### src/rtl/reg_loader_pkg.sv
// Shared constants and elaboration helpers for the register-file input loader.
// Field indices: bytes 0..NB-1 first, then address fields at NB+k.
package reg_loader_pkg;

  localparam int FIELD_BYTE0 = 0;
  // Address-field offset is relative to NB, the number of data bytes.
  localparam int FIELD_ADDR0 = 0;

  function automatic int sel_width(input int num_fields);
    return $clog2(num_fields + 1);
  endfunction

  function automatic bit data_w_ok(input int data_w, input int byte_w);
    return (byte_w > 0) && (data_w >= byte_w) && (data_w % byte_w == 0);
  endfunction

  function automatic bit addr_w_ok(input int addr_w, input int byte_w);
    return (addr_w > 0) && (addr_w <= byte_w);
  endfunction

endpackage

### src/rtl/reg_input_loader_btn_edge_sync.sv
// Button synchroniser with optional debounce (LOADER_DEBOUNCE_EN) and a
// one-cycle pulse on each rising edge of the filtered level.
module btn_edge_sync #(
  parameter int DEBOUNCE_CYC = 16
) (
  input  logic clk,
  input  logic rst_n,
  input  logic btn_i,
  output logic pulse_o
);

  if (DEBOUNCE_CYC < 1) begin : g_bad_debounce
    $error("DEBOUNCE_CYC must be at least 1");
  end

  logic [1:0] sync_q;
  logic       level;
  logic       prev_q;

  // NOTE: state registers use non-blocking assignments so every flop samples
  // pre-edge values; blocking here would collapse the two synchroniser stages.
  always_ff @(posedge clk or negedge rst_n) begin
    if (!rst_n) begin
      sync_q <= '0;
      prev_q <= 1'b0;
    end else begin
      sync_q <= {sync_q[0], btn_i};
      prev_q <= level;
    end
  end

`ifdef LOADER_DEBOUNCE_EN
  localparam int CNT_W = $clog2(DEBOUNCE_CYC + 1);

  logic             db_q, db_d;
  logic [CNT_W-1:0] cnt_q, cnt_d;

  // Any cycle where the synchronised level agrees with db_q restarts the count.
  always_comb begin
    db_d  = db_q;
    cnt_d = '0;
    if (sync_q[1] != db_q) begin
      if (cnt_q == CNT_W'(DEBOUNCE_CYC - 1)) begin
        db_d = sync_q[1];
      end else begin
        cnt_d = cnt_q + CNT_W'(1);
      end
    end
  end

  always_ff @(posedge clk or negedge rst_n) begin
    if (!rst_n) begin
      db_q  <= 1'b0;
      cnt_q <= '0;
    end else begin
      db_q  <= db_d;
      cnt_q <= cnt_d;
    end
  end

  assign level = db_q;
`else
  assign level = sync_q[1];
`endif

  assign pulse_o = level & ~prev_q;

endmodule

### src/rtl/reg_input_loader.sv
// Byte-serial loader assembling write data plus NUM_ADDR register addresses
// from switches and a load button; LOADER_DEBOUNCE_EN adds button debounce.
module reg_input_loader
  import reg_loader_pkg::*;
#(
  parameter  int DATA_W       = 32,
  parameter  int BYTE_W       = 8,
  parameter  int ADDR_W       = 5,
  parameter  int NUM_ADDR     = 3,
  parameter  int DEBOUNCE_CYC = 16,
  localparam int NB           = DATA_W / BYTE_W,
  localparam int F            = NB + NUM_ADDR,
  localparam int SEL_W        = sel_width(F)
) (
  input  logic                       clk,
  input  logic                       rst_n,
  input  logic [SEL_W-1:0]           sel,
  input  logic [BYTE_W-1:0]          data_in,
  input  logic                       load_btn,
  input  logic                       auto_en,
  input  logic                       clear,
  output logic [DATA_W-1:0]          wd3,
  output logic [NUM_ADDR*ADDR_W-1:0] addr_out,
  output logic [SEL_W-1:0]           ptr,
  output logic [F-1:0]               written,
  output logic                       frame_valid,
  output logic                       load_ack,
  output logic                       load_err
);

  if (!data_w_ok(DATA_W, BYTE_W)) begin : g_bad_data_w
    $error("DATA_W must be a non-zero multiple of BYTE_W");
  end
  if (!addr_w_ok(ADDR_W, BYTE_W)) begin : g_bad_addr_w
    $error("ADDR_W must be between 1 and BYTE_W");
  end

  logic                       load_evt;
  logic [SEL_W-1:0]           target;
  logic [DATA_W-1:0]          wd3_q, wd3_d;
  logic [NUM_ADDR*ADDR_W-1:0] addr_q, addr_d;
  logic [SEL_W-1:0]           ptr_q, ptr_d;
  logic [F-1:0]               written_q, written_d;
  logic                       ack_q, ack_d;
  logic                       err_q, err_d;

  btn_edge_sync #(
    .DEBOUNCE_CYC(DEBOUNCE_CYC)
  ) u_load_sync (
    .clk    (clk),
    .rst_n  (rst_n),
    .btn_i  (load_btn),
    .pulse_o(load_evt)
  );

  assign target = auto_en ? ptr_q : sel;

  // NOTE: every always_comb output gets a default before any branch, so no
  // path leaves a signal unassigned and no latch is inferred.
  always_comb begin
    wd3_d     = wd3_q;
    addr_d    = addr_q;
    ptr_d     = ptr_q;
    written_d = written_q;
    ack_d     = 1'b0;
    err_d     = 1'b0;
    if (clear) begin
      written_d = '0;
      ptr_d     = '0;
    end else if (load_evt) begin
      if (int'(target) >= F) begin
        err_d = 1'b1;
      end else begin
        for (int b = 0; b < NB; b++) begin
          if (int'(target) == FIELD_BYTE0 + b) wd3_d[b*BYTE_W +: BYTE_W] = data_in;
        end
        for (int k = 0; k < NUM_ADDR; k++) begin
          if (int'(target) == NB + FIELD_ADDR0 + k) addr_d[k*ADDR_W +: ADDR_W] = data_in[ADDR_W-1:0];
        end
        for (int i = 0; i < F; i++) begin
          if (int'(target) == i) written_d[i] = 1'b1;
        end
        ack_d = 1'b1;
        if (auto_en) ptr_d = (int'(ptr_q) == F - 1) ? '0 : ptr_q + SEL_W'(1);
      end
    end
  end

  // NOTE: the data and address fields are a handful of flops, not a RAM, and
  // the register file under test must see known values, so they are reset too.
  always_ff @(posedge clk or negedge rst_n) begin
    if (!rst_n) begin
      wd3_q     <= '0;
      addr_q    <= '0;
      ptr_q     <= '0;
      written_q <= '0;
      ack_q     <= 1'b0;
      err_q     <= 1'b0;
    end else begin
      wd3_q     <= wd3_d;
      addr_q    <= addr_d;
      ptr_q     <= ptr_d;
      written_q <= written_d;
      ack_q     <= ack_d;
      err_q     <= err_d;
    end
  end

  assign wd3         = wd3_q;
  assign addr_out    = addr_q;
  assign ptr         = ptr_q;
  assign written     = written_q;
  assign frame_valid = &written_q;
  assign load_ack    = ack_q;
  assign load_err    = err_q;

endmodule
### config.mk
export PLATFORM = sky130hd
export DESIGN_NAME = reg_input_loader
export DESIGN_NICKNAME = d
export VERILOG_FILES = /design/src/rtl/reg_loader_pkg.sv /design/src/rtl/reg_input_loader_btn_edge_sync.sv /design/src/rtl/reg_input_loader.sv
export SDC_FILE = /design/constraint.sdc
export NUM_CORES = 1
export LEC_CHECK = 0
export ABC_AREA = 1
export CAP_MARGIN = 10
export CELL_PAD_IN_SITES_DETAIL_PLACEMENT = 1
export CELL_PAD_IN_SITES_GLOBAL_PLACEMENT = 1
export CORE_MARGIN = 3
export CORE_UTILIZATION = 33
export DETAILED_ROUTE_END_ITERATION = 10
export GPL_TIMING_DRIVEN = 0
export HOLD_SLACK_MARGIN = 0.05
export PLACE_DENSITY = 0.8
export SYNTH_ARGS = -nofsm -noshare
export SYNTH_HDL_FRONTEND = slang
export SYNTH_SLANG_ARGS = --single-unit
### constraint.sdc
create_clock -name clk -period 1.3 [get_ports clk]
set_input_delay 0.26 -clock clk [delete_from_list [all_inputs] [get_ports clk]]
set_output_delay 0.26 -clock clk [all_outputs]
set_load 0.02 [all_outputs]
== Word level (Yosys, flattened, before mapping) ==
Index checks and enable logic that the tools add are counted.
Word-level totals
  register bits: 62
  bits in latches: 0
  memory bits (writable): 0
  ROM bits: 0
  bits of input ports: 16
  output and inout port bits: 60
  logic and storage cells: 81
  memories: 0
Cells by class
  add/sub/neg operators: 1
  $mul: 0
  div/mod/pow operators: 0
  order comparisons: 1
  eq/ne operators: 8
  shift operators: 0
  multiplexer cells: 22
  bitwise operators: 4
  reduce and logical (&&, ||, !) cells: 26
Operators with widths (count)
  AND reduction 4 bit: 7
  AND reduction 3 bit: 8
  two-way mux 7 bit: 3
  two-way mux 3 bit: 6
  nonzero test 2 bit: 9
  two-way mux 1 bit: 13
  == test 3 bit, second input constant: 4
  == test 3 x 2 -> 1 bit, second input constant: 3
  AND reduction 7 bit: 1
  adder 3 x 1 -> 3 bit, second input constant: 1
  >= comparator 3 bit, second input constant: 1
  zero test 3 bit: 1
  inverter 1 bit: 3
  inequality test 2 bit, second input constant: 1
  AND 1 bit: 1

== Logic depth before layout (Yosys ltp) ==
Gate-level depths: netlist of the first run.
  depth after elaboration: 6
  gate-level depth with buffers: 9
  gate-level depth less buffers: 8

== Modules after synthesis ==
A second synthesis of the first run with hierarchy kept.
Second synthesis, totals
  cell total of the unflattened synthesis: 245
  area total of the unflattened synthesis: 2496.1 µm²
By module, submodules not included
  reg_input_loader: times used 1, cells an instance 240, area each 2411.1 µm², seq. area each 1476.4 µm²
  btn_edge_sync: times used 1, cells an instance 5, area each 85.1 µm², seq. area each 75.1 µm²

== Worst setup path after synthesis of the first run ==
No wires, ideal clock.
  path kind: register to output
  start: register written_q[5] (netlist: written[5])
  end: output port frame_valid
  arrival: 1233 ps
  required time: 1040 ps
  setup slack: -193 ps
  stages on the path, launching flop included: 3
  buffers on the path: 0
  cell sequence: dfrtp_1 > inv_1 > nor4_1
On the way
  longest elaborated chain between the ends: 1
RTL lines
  from (decl): RTL line reg_input_loader.sv:43  | logic [F-1:0] written_q, written_d;
  from (signal assigned): RTL line reg_input_loader.sv:103  | written_q <= written_d;
  AND reduction 7 bit: RTL line reg_input_loader.sv:113  | assign frame_valid = &written_q;
  to (decl): RTL line reg_input_loader.sv:26  | output logic frame_valid,
No other way between the ends.

== Worst setup path after layout of the first run ==
  start: register written_q[2] (netlist: written[2])
  end: output port frame_valid
The elaborated chain is that of the path after synthesis.

==> impl_metrics.ini, run 1 <==
[drt]
antenna_left = 0
drt_iter0_drc = 45
wl_um = 8650
drtPass1Iterations = 4
via_per_inst = 4.76
wire_per_inst_um = 18.2
route.detailed.drc = 0
num_vias = 2266

[die]
die_w_um = 95.6
core-area_sq_mm = 0.00777
dieArea_sq_mm = 0.00914
ios = 76
die_h_um = 95.6
num_rows = 32
start_util_pct = 34.1

[flow_run]
cap_violations = 0

[critical_path]
worstPathArrival_ps = 1280
path_max_fanout = 3
worstReg2RegStart = u_load_sync.prev_q
crit_slowest_cell = dfrtp_1
reg2regPathDepth = 8
crit_required_ps = 1040
endpoint_kind = output port
slowest_delay_ps = 390
critPathLaunchType = register
cp-startpoint = written[2]
worstPathCellList = nand4_1 > nor4_2 > buf_4
critPathKind = reg -> out

[sta]
hold-worst-slack_ps = 351
clock.fmax_mhz = 647
hold_viol_final = 0
timing.final.crit_period_ps = 1540
setup_viol = 53
rsz0062_at_grt = yes
tns_ps = -3900
skew_ps = 12.5
layout_setup_ws_ps = -245
post-route-period-util_pct = 119
worst_slew_pin_slew_ps = 509
max-slew-margin-rel_pct = 66.1
slew_viol_final = 0

[final_layout]
syn_to_final_growth_pct = 69.5
layout.nets = 386
n_antenna_cell = 0
final_util_pct = 57.8
stdcell_area_sq_mm = 0.00449
drive_gt1_share_pct = 66.0

[run_status]
violations = negative setup slack
status = finished, violations left

[grt]
grt_max_degree = 33
gr-total-overflow = 0
grt.total_usage_pct = 18.5
grt_pass1_wl_um = 12400
grt_pass1_vias = 2273
grt_antenna_before_repair = 0

[cts]
clkSinkCount = 62
numCtsBuffers = 9
cts_tree = yes
cts_buffer_depth = 2
clock_latency_ps = 340
cts-root-buf = clkbuf_8
clk_pin_slew_ps = 70
cts_max_level = 3

[place]
dpl.hpwl_um = 4860
placed_area_sq_mm = 0.00360
port_buffers = 75
place.gp.congestion = 0.771

[hold_path]
hp-start = u_load_sync.sync_q[0]
hold_class = reg -> reg
holdPathStages = 0

[logic_synthesis]
synth-edff-count = 0
syn_inst = 246
seq_area_frac_synth_pct = 58.6
yosysWarningCount = 0
yosysTopAreaCellShare_pct = 58.6
yosysTopAreaCell = dfrtp_1
synth-seq-cells = 62
post-synth-top-count-cell = nand2_1
avgSynthCellArea_sq_um = 10.8
synthTopCellsByCount = nand2_1, dfrtp_1, o21ai_2
syn_nets = 262
ys_top_cells_by_area = dfrtp_1, o21ai_2, nand2_1
netlist_area_sq_mm = 0.00265
async_flop_share_pct = 100
synth_cell_types = 22
synth_flop_cell = dfrtp_1

[power_and_ir_drop]
peakVddDrop_mv = 0.780
power_mw = 5.67
p_clk_share_pct = 26.2
p_per_area_mw_per_mm2 = 1260
p_switching_mw = 1.96
combPwrFrac_pct = 30.4
seq_power_share_pct = 43.4
p_leak_nw = 2.13
p_int_mw = 3.71
power.share.switching_pct = 34.6
[worst paths after layout]
check                                   endpoint  slack (ps)
setup / recovery                     frame_valid        -240
hold / removal             u_load_sync.sync_q[1]         350
setup reg to reg                     addr_out[1]        -150
hold reg to reg            u_load_sync.sync_q[1]         350
max in group asynchronous                 ptr[2]         310
min in group asynchronous                 ptr[1]         450
[critical path, delay by kind of cell, from the launching register on]
family | cells | cell delay, ps
and+or+nand+nor | 2 | 380
DFF | 1 | 390
buffers and inverters | 1 | 180
[area by class of cell]
type,count,area [sq um]
Multi-Input combinational cell,153,1330
Buffer,9,133
Fill cell,826,3280
Timing Repair Buffer,113,1090
Sequential cell,62,1560
Clock inverter,4,23.8
Inverter,22,87.6
Tap cell,102,128
Clock buffer,11,141
[registers in the layout, summed over array words and instances (netlist names)]
name                count
written                 7
load_err                1
u_load_sync.prev_q      1
addr_out               15
ptr                     3
load_ack                1
u_load_sync.sync_q      2
wd3                    32
[cell families (layout without fill, tap and decap cells)]
family,Yosys count,count (layout),synth area share [%]
AO/OA/AOI/OAI,52,52,15.8
XOR/XNOR,1,1,0.331
buffers and inverters,31,159,6.52
flip-flops,62,62,58.6
AND/OR/NAND/NOR,100,100,18.8
[power by group through the flow]
stage / sequential [mW] / combinational (mW) / clock [mW]
4_1_cts: 2.45 / 1.59 / 1.51
3_5_place_dp: 2.42 / 1.56 / 0
5_1_grt: 2.49 / 1.85 / 1.63
2_1_floorplan: 2.75 / 0.438 / 0
6_report: 2.46 / 1.73 / 1.48
3_3_place_gp: 2.41 / 1.52 / 0
[stage by stage]
stage | worst slack [ps] | instances
floorplan | -9.39 | 246
global placement | -2280 | 423
detailed placement | -588 | 424
CTS | -273 | 458
global route | -322 | 476
finish | -245 | 476
[metal layers]
metal	vias up	global-route usage, %	part of all wire [%]
met1	1141	22.7	39
met2	59	31.2	54
met3	13	4.58	4.6
met5	-	0	0
met4	0	6.99	1.7
li1	1053	-	-
[repair_timing]
action,in CTS,in global routing
setup endpoints to repair,118,97
hold buffers,1,0
resized for setup,255,74
pin swaps,10,14
setup buffers,11,18
endpoints found under the hold margin,30,0
gates cloned,7,0
[layout by cell type, fill, tap and decap left out, drive strengths merged]
cell and n:
nand2 80, buf 65, dfrtp 62, o21ai 50, clkbuf 27, clkdlybuf4s15 24
inv 22, clkdlybuf4s50 12, nor2 8, nand3 6, nand4 4, dlygate4sd2 4
clkinv 4, a21oi 2, nor4 1, nor3 1, xor2 1, dlygate4sd3 1
Power figures use the tool's default switching activity.
==> inputs of run 2 (changes only) <==
--- a/config.mk
+++ b/config.mk
@@ -15,6 +15,8 @@
 export GPL_TIMING_DRIVEN = 0
 export HOLD_SLACK_MARGIN = 0.05
 export PLACE_DENSITY = 0.8
+export RECOVER_POWER = 50
+export SETUP_SLACK_MARGIN = 0.05
 export SYNTH_ARGS = -nofsm -noshare
 export SYNTH_HDL_FRONTEND = slang
 export SYNTH_SLANG_ARGS = --single-unit
==> constraint.sdc (replaced) <==
create_clock -name clk -period 1.3 [get_ports clk]
set_input_delay 0.26 -clock clk [delete_from_list [all_inputs] [get_ports clk]]
set_output_delay 0.26 -clock clk [all_outputs]
set_load 0.05 [all_outputs]
==> run 2 against run 1 <==
Compared with the run above: the flow still finishes with violations (negative setup slack); hold slack improved by 8.2 ps; sequential cell count unchanged; largest cell class unchanged; clock power grew 21%; highest routed layer unchanged.
==> impl_metrics.ini, run 2 (same netlist as run 1, synthesis figures left out) <==
[die]
ios = 76
start_util_pct = 34.1
die_h_um = 95.6
num_rows = 32
core-area_sq_mm = 0.00777
die_w_um = 95.6
dieArea_sq_mm = 0.00914

[critical_path]
path_delay_family = simple AND/OR/NAND/NOR gates
path_depth = 3
critPathLaunchType = register
critPathBufInv = 1
slowest_delay_ps = 390
reg2regPathDepth = 8
crit_path_end = frame_valid
endpoint_kind = output port
crit_slowest_cell = dfrtp_2
rr_endpoint = addr_out[1]
crit_required_ps = 1040
path_max_fanout = 3
critPathKind = reg -> out
cp-startpoint = written[2]
worstReg2RegStart = u_load_sync.prev_q
worstPathArrival_ps = 1390
worstPathCellList = nand4_1 > nor4_4 > buf_6
ff2ff_setup_slack_ps = -190

[power_and_ir_drop]
seq_power_share_pct = 37.3
power.share.switching_pct = 39.3
p_switching_mw = 2.68
p_int_mw = 4.14
p_per_area_mw_per_mm2 = 1460
p_leak_nw = 2.21
p_clk_share_pct = 26.3
peakVddDrop_mv = 0.798
combPwrFrac_pct = 36.4

[final_layout]
fin_cells = 469
layout.nets = 379
final_common_cell = dfrtp_1
largest_reg_flops = 32
drive_gt1_share_pct = 69.5
syn_to_final_growth_pct = 76.0
mostFrequentLayoutCells = dfrtp_1, o21ai_2, nand2_4
final_util_pct = 60.0
n_antenna_cell = 0

[place]
dpl.cell_count = 424
pre_cts_slack_ps = -740
dpl.hpwl_um = 4850
place.gp.congestion = 0.705
port_buffers = 75

[drt]
wl_um = 8940
route.detailed.drc = 0
drtPass1Iterations = 4
antenna_left = 0
drt_iter0_drc = 53
wire_per_inst_um = 19.1
via_per_inst = 4.77
num_vias = 2239

[sta]
worst_slew_pin_slew_ps = 688
slew_viol_final = 0
hold_viol_final = 0
hold-worst-slack_ps = 359
timing.final.crit_period_ps = 1650
post-route-period-util_pct = 127
skew_ps = 9.80
rsz0062_at_grt = yes
clock.fmax_mhz = 606
setup_viol = 52
max-slew-margin-rel_pct = 54.2
layout_setup_ws_ps = -350

[grt]
grt_pass1_vias = 2449
grt_pass1_wl_um = 13100
gr-total-overflow = 0
grt_max_degree = 38
grt.total_usage_pct = 19.5
grt_antenna_before_repair = 0

[run_status]
status = finished, violations left
violations = negative setup slack

[cts]
cts_buffer_depth = 2
clock_latency_ps = 340
cts_max_level = 3
cts-root-buf = clkbuf_8
numCtsBuffers = 9
clk_pin_slew_ps = 70
clkSinkCount = 62
cts_tree = yes

[flow_run]
cap_violations = 0

[hold_path]
hold_class = reg -> reg
-- run 2: cell count changes in the layout (fill, tap and decap cells not counted), sizes merged --
cell,change
clkdlybuf4s15,-24
buf,+24
bufinv,+1
dlygate4sd3,+1
clkbuf,-4
dlygate4sd2,-2
clkinvlp,+1
clkinv,-3
clkdlybuf4s50,-1
-- run 2: layer usage --
metal | share of wire [%] | vias to the layer above | GRT usage (%)
met5 | 0 | - | 0
met4 | 1.8 | 0 | 7.70
met3 | 4.7 | 14 | 4.03
met2 | 54 | 63 | 34.7
met1 | 39 | 1131 | 22.8
li1 | - | 1031 | -
-- run 2: worst min path at each step --
stage / from / to / slack [ps] / cells past startpoint
after CTS: load_btn / u_load_sync.sync_q[0] / 360 / 1
after floorplan: rst_n / addr_out[0] / -40 / 0
after global routing: u_load_sync.sync_q[0] / u_load_sync.sync_q[1] / 380 / 0
after global placement: u_load_sync.sync_q[0] / u_load_sync.sync_q[1] / 340 / 0
after detailed placement: rst_n / ptr[1] / 310 / 1
final: u_load_sync.sync_q[0] / u_load_sync.sync_q[1] / 360 / 0
-- run 2: metrics by stage --
stage                     instance area (sq um)  setup TNS [ps]  power [mW]
after floorplan                            2760           -3840        3.85
after global placement                     3640         -163890        4.60
after detailed placement                   3650          -37090        4.65
after CTS                                  4270           -5250        6.47
after global routing                       4660           -8290        7.11
final                                      4660           -5080        6.82
-- run 2: layout make-up --
| class | instances | area (sq um) |
|---|---|---|
| clock inverter | 3 | 42.5 |
| sequential | 62 | 1560 |
| timing repair buffer | 106 | 1130 |
| clock buffer | 12 | 165 |
| fill | 795 | 3110 |
| tap | 102 | 128 |
| inverter | 22 | 90.1 |
| multi-input combinational | 153 | 1400 |
| buffer | 9 | 136 |
-- run 2: power by group through the flow --
| stage | sequential, mW | combinational (mW) | clock, mW |
|---|---|---|---|
| after floorplan | 3.40 | 0.449 | 0 |
| after global placement | 2.42 | 2.17 | 0 |
| after detailed placement | 2.43 | 2.22 | 0 |
| after CTS | 2.45 | 2.19 | 1.82 |
| after global routing | 2.58 | 2.60 | 1.93 |
| final | 2.54 | 2.48 | 1.79 |
-- run 2: what timing repair did --
item	4_1_cts	5_1_grt
pin swaps	10	11
gates cloned	6	1
hold buffers	1	0
endpoints found under the setup margin	118	99
buffers inserted	18	5
endpoints found under the hold margin	25	0
gates resized for setup	410	125
==> inputs of run 3 (changes only) <==
--- a/config.mk
+++ b/config.mk
@@ -10,11 +10,11 @@
 export CELL_PAD_IN_SITES_DETAIL_PLACEMENT = 1
 export CELL_PAD_IN_SITES_GLOBAL_PLACEMENT = 1
 export CORE_MARGIN = 3
-export CORE_UTILIZATION = 33
+export CORE_UTILIZATION = 39
 export DETAILED_ROUTE_END_ITERATION = 10
 export GPL_TIMING_DRIVEN = 0
 export HOLD_SLACK_MARGIN = 0.05
-export PLACE_DENSITY = 0.8
+export PLACE_DENSITY = 0.89
 export RECOVER_POWER = 50
 export SETUP_SLACK_MARGIN = 0.05
 export SYNTH_ARGS = -nofsm -noshare
==> constraint.sdc (replaced) <==
create_clock -name clk -period 1.9 [get_ports clk]
set_input_delay 0.38 -clock clk [delete_from_list [all_inputs] [get_ports clk]]
set_output_delay 0.38 -clock clk [all_outputs]
set_load 0.05 [all_outputs]
==> run 3 against run 2 <==
Compared with the run above: the run ends with max-capacitance violations, max-slew violations left; sequential share of layout area up 9.4 points; die area down 14%; via count is 9.2% lower; critical path type is now in -> reg; largest cell class unchanged.
==> impl_metrics.ini, run 3 (same netlist as run 1, synthesis figures left out) <==
[run_status]
status = finished, violations left
violations = max-capacitance violations, max-slew violations

[die]
ios = 76
start_util_pct = 41.0
die_w_um = 88.4
dieArea_sq_mm = 0.00782
die_h_um = 88.4
core-area_sq_mm = 0.00646
num_rows = 29

[critical_path]
crit_required_ps = 2130
crit_slowest_cell = dlygate4sd3_1
critPathKind = in -> reg
worstPathArrival_ps = 2020
critPathLaunchType = input pin
path_max_fanout = 10
worstPathCellList = dlygate4sd3_1 > inv_1 > nand2_2 > nand2_4 > inv_2 > nor2_2 > nand2_4 > clkbuf_4 > nand2_2 > o21ai_2
slowest_delay_ps = 590
endpoint_kind = register

[grt]
grt_pass1_vias = 2198
grt_antenna_before_repair = 0
grt.total_usage_pct = 19.8
grt_pass1_wl_um = 11300
gr-total-overflow = 0
grt_max_degree = 63

[drt]
drt_iter0_drc = 61
drtPass1Iterations = 4
wire_per_inst_um = 17.0
route.detailed.drc = 0
wl_met2_um = 3540
via_per_inst = 4.91
antenna_left = 0
wl_met3_um = 473
wl_um = 7040
num_vias = 2034
routed.top_layer = met4
wl_met1_um = 2960

[cts]
cts_hold_buffers = 0
cts-root-buf = clkbuf_8
cts_max_level = 3
numCtsBuffers = 9
clock_latency_ps = 340
cts_buffer_depth = 2
cts_tree = yes
clk_pin_slew_ps = 70
clkSinkCount = 62
post_cts_buffers = 0

[final_layout]
drive_gt1_share_pct = 24.9
syn_to_final_growth_pct = 36.3
mostFrequentLayoutCells = nand2_1, dfrtp_1, dlygate4sd2_1
final_util_pct = 55.9
fin_cells = 414
layout.nets = 348
n_antenna_cell = 0
final_common_cell = nand2_1
largest_reg_flops = 32

[sta]
hold_viol_final = 0
slew_viol_final = 63
post-route-period-util_pct = 94.3
worst_slew_pin_slew_ps = 1540
setup_viol = 0
tns_ps = 0
skew_ps = 14.9
rsz0062_at_grt = no
max-slew-margin-rel_pct = -2.83
clock.fmax_mhz = 558
timing.final.crit_period_ps = 1790
hold-worst-slack_ps = 359

[power_and_ir_drop]
power.share.switching_pct = 39.7
peakVddDrop_mv = 0.779
p_clk_share_pct = 29.1
p_per_area_mw_per_mm2 = 1160
p_switching_mw = 1.67
power_mw = 4.20
seq_power_share_pct = 38.8
p_int_mw = 2.53
combPwrFrac_pct = 32.0
p_leak_nw = 1.97

[place]
dpl.hpwl_um = 4950
dpl.cell_count = 398
place.gp.congestion = 0.789
port_buffers = 75

[hold_path]
hold_class = reg -> reg

[flow_run]
cap_violations = 1
-- run 3: changes by cell type in the layout (fill, tap and decap cells not counted), sizes merged --
cell | before | now
buf | 89 | 8
clkdlybuf4s50 | 11 | 12
dlygate4sd2 | 2 | 59
clkinv | 1 | 2
inv | 22 | 23
clkbuf | 23 | 14
-- run 3: power groups by stage --
stage / clock network (mW) / registers (mW) / logic (mW)
after floorplan: 0 / 2.32 / 0.292
after global placement: 0 / 1.65 / 1.47
after CTS: 1.24 / 1.63 / 1.38
after global routing: 1.31 / 1.65 / 1.43
final: 1.22 / 1.63 / 1.34
after detailed placement: 0 / 1.66 / 1.51
-- run 3: path summary, 6_finish.rpt --
kind                                       startpoint               endpoint  slack [ps]  cells past startpoint
worst max-delay path                          auto_en                wd3[14]         110                     10
worst min-delay path            u_load_sync.sync_q[0]  u_load_sync.sync_q[1]         360                      0
worst max register to register  u_load_sync.sync_q[1]                wd3[14]         350                      8
worst min register to register  u_load_sync.sync_q[0]  u_load_sync.sync_q[1]         360                      0
max in group asynchronous                       rst_n           addr_out[14]         550                      1
min in group asynchronous                       rst_n                wd3[15]         410                      1
-- run 3: timing repair --
| action | 4_1_cts | 5_1_grt |
|---|---|---|
| gates resized for setup | 65 | 1 |
| pin swaps | 0 | 1 |
| endpoints found under the setup margin | 60 | 1 |
-- run 3: area by class of cell --
| class | instances | area [sq um] |
|---|---|---|
| fill | 731 | 2850 |
| sequential | 62 | 1550 |
| multi-input combinational | 153 | 912 |
| timing repair buffer | 75 | 673 |
| clock buffer | 11 | 151 |
| tap | 77 | 96.3 |
| buffer | 9 | 86.3 |
| inverter | 22 | 82.6 |
| clock inverter | 5 | 56.3 |
-- run 3: critical path: cells and delay by family --
family,cells,cell delay (ps)
and+or+nand+nor,5,540
buffers and inverters,4,1040
AOI/OAI and AO/OA,1,50
-- run 3: through the flow --
step / area, sq um / setup slack [ps]
CTS: 3640 / 108
finish: 3610 / 109
global route: 3610 / 35.1
global placement: 3510 / -1590
detailed placement: 3510 / -116
floorplan: 2660 / 73.2
-- run 3: per-layer routing --
metal | vias to the layer above | track usage, %
met2 | 63 | 32.6
met4 | 0 | 7.01
met3 | 7 | 7.36
met1 | 992 | 23.9
met5 | - | 0
li1 | 972 | -
